<file path="src/rtl/kypd_pkg.sv">
// Shared definitions for the 4x4 matrix keypad scanner.
// Holds the default timing parameters, the frame-class encoding and the
// key map that turns a snapshot bit position (4*row + col) into a hex code.
package kypd_pkg;

  localparam int DEFAULT_SCAN_DIV        = 100000;
  localparam int DEFAULT_DEBOUNCE_FRAMES = 4;

  typedef enum logic [1:0] {
    CLS_NONE  = 2'd0,
    CLS_KEY   = 2'd1,
    CLS_MULTI = 2'd2
  } frame_class_t;

  // Nibble i holds the hex code for snapshot bit i (bit index = 4*r + c).
  // Rows from the top: 1 2 3 A / 4 5 6 B / 7 8 9 C / 0 F E D.
  localparam logic [63:0] KEY_MAP = {
    4'hD, 4'hE, 4'hF, 4'h0,
    4'hC, 4'h9, 4'h8, 4'h7,
    4'hB, 4'h6, 4'h5, 4'h4,
    4'hA, 4'h3, 4'h2, 4'h1
  };

  function automatic logic [3:0] key_lookup(input logic [3:0] idx);
    return KEY_MAP[{idx, 2'b00} +: 4];
  endfunction

endpackage

</file>
<file path="src/rtl/keypad_decode.sv">
// Combinational frame classifier for a 16-bit keypad snapshot.
// Ports: snap (bit 4*r+c set = key pressed), cls (NONE/KEY/MULTI),
//        code (hex code of the single pressed key; only meaningful for KEY).
module keypad_decode
  import kypd_pkg::*;
(
  input  logic [15:0]  snap,
  output frame_class_t cls,
  output logic [3:0]   code
);

  logic [4:0] ones;
  logic [3:0] idx;

  always_comb begin
    ones = '0;
    idx  = '0;
    for (int i = 0; i < 16; i++) begin
      if (snap[i]) begin
        ones = ones + 5'd1;
        idx  = 4'(i);
      end
    end

    if (ones == 5'd0) begin
      cls = CLS_NONE;
    end else if (ones == 5'd1) begin
      cls = CLS_KEY;
    end else begin
      cls = CLS_MULTI;
    end

    code = key_lookup(idx);
  end

endmodule

</file>
<file path="src/rtl/keypad_scan.sv">
// Column-strobed 4x4 keypad reader with whole-frame debounce and one-pulse output.
// Ports: clk, rst (async active-low), row (active-low, async), col (active-low strobe),
//        key_code (last accepted key), key_valid (1-cycle pulse), key_held (key down).
module keypad_scan
  import kypd_pkg::*;
#(
  parameter int SCAN_DIV        = DEFAULT_SCAN_DIV,
  parameter int DEBOUNCE_FRAMES = DEFAULT_DEBOUNCE_FRAMES
) (
  input  logic       clk,
  input  logic       rst,
  input  logic [3:0] row,
  output logic [3:0] col,
  output logic [3:0] key_code,
  output logic       key_valid,
  output logic       key_held
);

  localparam int DIV_W = $clog2(SCAN_DIV);
  localparam int CNT_W = $clog2(DEBOUNCE_FRAMES + 1);
  localparam logic [DIV_W-1:0] DIV_LAST = DIV_W'(SCAN_DIV - 1);
  localparam logic [CNT_W-1:0] CNT_MAX  = CNT_W'(DEBOUNCE_FRAMES);

  typedef enum logic {
    ST_IDLE = 1'b0,
    ST_HELD = 1'b1
  } state_t;

  logic [3:0]       row_meta;
  logic [3:0]       row_sync;
  logic [DIV_W-1:0] div;
  logic [1:0]       c;
  logic [15:0]      snap;
  logic [15:0]      snap_next;
  logic             col_last;
  logic             frame_end;

  frame_class_t     frm_cls;
  logic [3:0]       frm_code;
  frame_class_t     prev_cls;
  logic [3:0]       prev_code;
  logic [CNT_W-1:0] cnt;
  logic [CNT_W-1:0] cnt_next;
  logic             same_frame;
  logic             stable;
  state_t           state;

  // Rows are pulled up, so the synchronizer idles at all-ones.
  always_ff @(posedge clk or negedge rst) begin
    if (!rst) begin
      row_meta <= 4'hF;
      row_sync <= 4'hF;
    end else begin
      row_meta <= row;
      row_sync <= row_meta;
    end
  end

  assign col_last  = (div == DIV_LAST);
  assign frame_end = col_last && (c == 2'd3);
  assign col       = ~(4'b0001 << c);

  always_ff @(posedge clk or negedge rst) begin
    if (!rst) begin
      div  <= '0;
      c    <= 2'd0;
      snap <= '0;
    end else begin
      snap <= snap_next;
      if (col_last) begin
        div <= '0;
        c   <= c + 2'd1;
      end else begin
        div <= div + DIV_W'(1);
      end
    end
  end

  // The last column's sample is merged combinationally so the frame can be
  // classified in the same cycle it completes.
  always_comb begin
    snap_next = snap;
    if (col_last) begin
      for (int r = 0; r < 4; r++) begin
        snap_next[{2'(r), c}] = ~row_sync[r];
      end
    end
  end

  keypad_decode u_decode (
    .snap (snap_next),
    .cls  (frm_cls),
    .code (frm_code)
  );

  // Two KEY frames only match when they carry the same key, so a direct
  // rollover restarts the count instead of being accepted instantly.
  always_comb begin
    same_frame = (frm_cls == prev_cls) &&
                 ((frm_cls != CLS_KEY) || (frm_code == prev_code));
    if (frm_cls == CLS_MULTI) begin
      cnt_next = '0;
    end else if (same_frame) begin
      cnt_next = (cnt == CNT_MAX) ? cnt : cnt + CNT_W'(1);
    end else begin
      cnt_next = CNT_W'(1);
    end
    stable = (frm_cls != CLS_MULTI) && (cnt_next == CNT_MAX);
  end

  always_ff @(posedge clk or negedge rst) begin
    if (!rst) begin
      state     <= ST_IDLE;
      cnt       <= '0;
      prev_cls  <= CLS_NONE;
      prev_code <= 4'h0;
      key_code  <= 4'h0;
      key_valid <= 1'b0;
      key_held  <= 1'b0;
    end else begin
      key_valid <= 1'b0;
      if (frame_end) begin
        cnt       <= cnt_next;
        prev_cls  <= frm_cls;
        prev_code <= frm_code;
        if (stable) begin
          case (state)
            ST_IDLE: begin
              if (frm_cls == CLS_KEY) begin
                state     <= ST_HELD;
                key_code  <= frm_code;
                key_valid <= 1'b1;
                key_held  <= 1'b1;
              end
            end
            ST_HELD: begin
              if (frm_cls == CLS_KEY && frm_code != key_code) begin
                key_code  <= frm_code;
                key_valid <= 1'b1;
              end else if (frm_cls == CLS_NONE) begin
                state    <= ST_IDLE;
                key_held <= 1'b0;
              end
            end
            default: state <= ST_IDLE;
          endcase
        end
      end
    end
  end

endmodule

</file>
<file path="config.mk">
export PLATFORM = sky130hd
export DESIGN_NAME = keypad_scan
export DESIGN_NICKNAME = d
export VERILOG_FILES = /design/src/rtl/kypd_pkg.sv /design/src/rtl/keypad_decode.sv /design/src/rtl/keypad_scan.sv
export SDC_FILE = /design/constraint.sdc
export NUM_CORES = 1
export LEC_CHECK = 0
export BUFFER_PORTS_ARGS = -buffer_cell sky130_fd_sc_hd__buf_2
export CAP_MARGIN = 20
export CORE_MARGIN = 2
export CORE_UTILIZATION = 40
export DETAILED_ROUTE_END_ITERATION = 10
export PLACE_DENSITY = 0.59
export SYNTH_ARGS = -nofsm -noshare
export SYNTH_HDL_FRONTEND = slang
export SYNTH_SLANG_ARGS = --single-unit
</file>
<file path="constraint.sdc">
create_clock -name clk -period 11 [get_ports clk]
set_input_delay 1.65 -clock clk [delete_from_list [all_inputs] [get_ports clk]]
set_output_delay 1.65 -clock clk [all_outputs]
set_load 0.01 [all_outputs]
</file>
==> results_dict.tcl <==
set metrics [dict create \
    num_io_pins 16 \
    power_w 0.000493 \
    cp_data_required_time_ps 11160 \
    routed_wl_um 10500 \
    critPathTopFamily "adder cells" \
    crit_top_cell "ha_1" \
    drcViolationCount 4 \
    violations "DRC" \
    synth_flop_cell "dfrtp_1" \
    cts_buffer_depth 2 \
    area_growth_pct 14.8 \
    cts_buffers 9 \
    diodes 0 \
    synth_cell_type_count 81 \
    final-instance-count-excl-fill 706 \
    synth_cells 526 \
    outcome "finished with violations" \
    max_freq_mhz 96.1 \
    final_antenna_net_count 0 \
    grt_pass1_wl_um 17900 \
    grt_max_degree 60 \
    critical_path_buf_inv_count 2 \
    dieWidth_um 113 \
    cts.clk_slew.worst_paths_ps 50 \
    synth_area_per_cell_um2 9.04 \
    ctsHtreeMaxLevel 3 \
    ys_seq_area_share_pct 31.3 \
    final-seq-area_um2 1490 \
    crit_path_start_kind "flip-flop" \
    synth_nets 556 \
    rr_endpoint "cnt[0]" \
    crit_arrival_ps 10570 \
    worst-setup-path-type "reg2reg" \
    hold_start "row_meta[0]" \
    hold_depth 0 \
    cts_sinks 59 \
    synth_edf_count 0 \
    yosysTopAreaCell "dfrtp_1" \
    final_area_um2 5460 \
    cts_tree "done" \
    core_um2 11500 \
    hold_path_class "reg2reg" \
    synth-seq-cells 59 \
    die-area_um2 12800 \
    root_buffer "clkbuf_16" \
    r2r_slack_ps 590 \
    multi_input_area_um2 3140 \
    async_flop_share_pct 100 \
    dpl-instance-area_um2 4990 \
    synth_area_leaders "dfrtp_1 (27%), ha_1 (6.3%), xnor2_1 (5.3%), nand2_1 (5.1%), dfstp_2 (4.4%)" \
    p_per_area_nw_per_um2 90.3 \
    place_congestion 0.873 \
    start_util_pct 41.3 \
    slew_headroom_pct 35.5 \
    cp-end-kind "flip-flop" \
    slowest_stage "or4_1" \
    grt_util_all_layers_pct 16.9 \
    gr-total-overflow 0 \
    ys_warn_count 0 \
    drive_above_1_share_pct 20.4 \
    route.vias.total 3884 \
    slew_viol_final 0 \
    period_minus_slack_ps 10410 \
    die_h_um 113 \
    finClkSkew_ps 5.74 \
    path_max_fanout 5 \
    dr.first_iter.drc_count 224 \
    hpwl_um 7640 \
    synthesis.area_um2 4750 \
    drt_first_pass_iters 7 \
    via_per_inst 5.50 \
    num_rows 39 \
    r2r_start "div[0]" \
    rr_worst_depth 53 \
    dp.cells 676 \
    wl_per_cell_um 14.9 \
    worstMarginPinSlew_ps 958 \
    p_leak_nw 2.57 \
    cpPeakStageDelay_ps 410 \
    synth.top_cell.area_share_pct 26.8 \
    final.setup.tns_ps 0 \
    final_core_util_pct 47.4 \
    antenna_found_initial 0 \
    maxCapViolCount 0 \
    place.port_buffers 15 \
    period_share_pct 94.6 \
    fillCellCount 1095 \
    whs_endpoint "row_sync[0]" \
    ir_worst_vdd_mv 0.0712 \
    setup_viol 0 \
    grt_pass1_vias 3751 \
    insertion_delay_ps 320 \
    nets 588 \
    hold_viol_final 0 \
]
-- registers in the layout, summed over array words and instances (netlist names), named ones only --
name and cells:
div 17, c 2, row_meta 4, prev_code 4, prev_cls 2, key_valid 1, snap 16, key_held 1
cnt 3, key_code 4, row_sync 4
-- layout make-up --
class / instances / share of cell area (%)
multi-input cells: 420 / 57.6
flip-flops and latches: 59 / 27.2
clock buffers: 14 / 5.02
repair buffers: 36 / 4.49
well taps: 143 / 3.28
inverters: 32 / 2.20
clock inverters: 2 / 0.183
-- cells by family after synthesis --
| logic type | synth area share [%] |
|---|---|
| compound gates | 17.2 |
| flops | 31.3 |
| fa+ha+maj | 6.32 |
| simple gates | 21.7 |
| xor+xnor | 15.6 |
| mux | 3.92 |
| buf+inv | 3.97 |
-- per-stage QoR --
step	hold WS (ps)	setup WS, ps
2_1_floorplan	345	752
3_3_place_gp	346	375
3_5_place_dp	347	48.3
4_1_cts	354	21.1
5_1_grt	356	-24.4
6_report	352	589
-- layout by cell type, fill, tap and decap left out, types with 4 or more instances in the layout --
| master | instances |
|---|---|
| nand2_1 | 62 |
| dfrtp_1 | 51 |
| nor2_1 | 34 |
| xnor2_1 | 29 |
| inv_1 | 25 |
| o21ai_0 | 21 |
| a21oi_1 | 21 |
| ha_1 | 20 |
| buf_4 | 20 |
| xor2_1 | 19 |
| nand3_1 | 19 |
| o21a_1 | 16 |
| buf_2 | 15 |
| and3_1 | 12 |
| o21ai_1 | 11 |
| nor3_1 | 9 |
| clkbuf_16 | 9 |
| or3_1 | 8 |
| xnor2_2 | 8 |
| dfstp_2 | 8 |
| nand2b_1 | 6 |
| mux2i_1 | 6 |
| a31oi_1 | 6 |
| nand4_1 | 6 |
| mux2_2 | 5 |
| nor4_1 | 5 |
| clkinv_1 | 4 |
| nor2b_1 | 4 |
| o211ai_1 | 4 |
-- synthesized netlist by cell type (all sizes together) (3+ instances only) --
cell type	number
mux2i	7
ha	24
or2	5
a41oi	3
a31oi	6
nand2	65
o22a	3
inv	27
mux2	9
nand4	8
xnor3	4
nand3	19
a21oi	23
nand2b	6
dfstp	8
nor3	10
nor4	5
o211ai	5
xor2	22
clkbuf	11
buf	4
o21ai	32
o21a	16
and3	12
and4	4
nor2b	4
dfrtp	51
xnor2	38
clkinv	5
o22ai	4
nor2	35
o31ai	3
or3	8
a211oi	3
-- worst max path at each step --
stage | startpoint | depth (start not counted) | to | slack, ps
after floorplan | div[0] | 53 | cnt[0] | 750
after global placement | div[0] | 51 | cnt[0] | 370
after detailed placement | div[0] | 51 | cnt[0] | 50
after CTS | div[0] | 51 | cnt[0] | 20
after global routing | div[0] | 53 | cnt[0] | -20
final | div[0] | 53 | cnt[0] | 590
-- timing repair --
| action | CTS | global route |
|---|---|---|
| endpoints found under the setup margin | 0 | 12 |
| setup buffers | 0 | 14 |
| hold buffers | 0 | 0 |
| resized for setup | 0 | 17 |
-- layer usage --
metal	track usage [%]	part of all wire [%]
met1	22.8	50
met2	27.9	46
met3	3.32	2.7
met4	4.80	1.3
met5	0	0
-- power by group --
group          switching (W)  internal, W
clock              0.0000944     0.000170
sequential        0.00000190     0.000220
combinational     0.00000473   0.00000139
total               0.000101     0.000392
No activity file was read; power rests on OpenSTA's default activity.
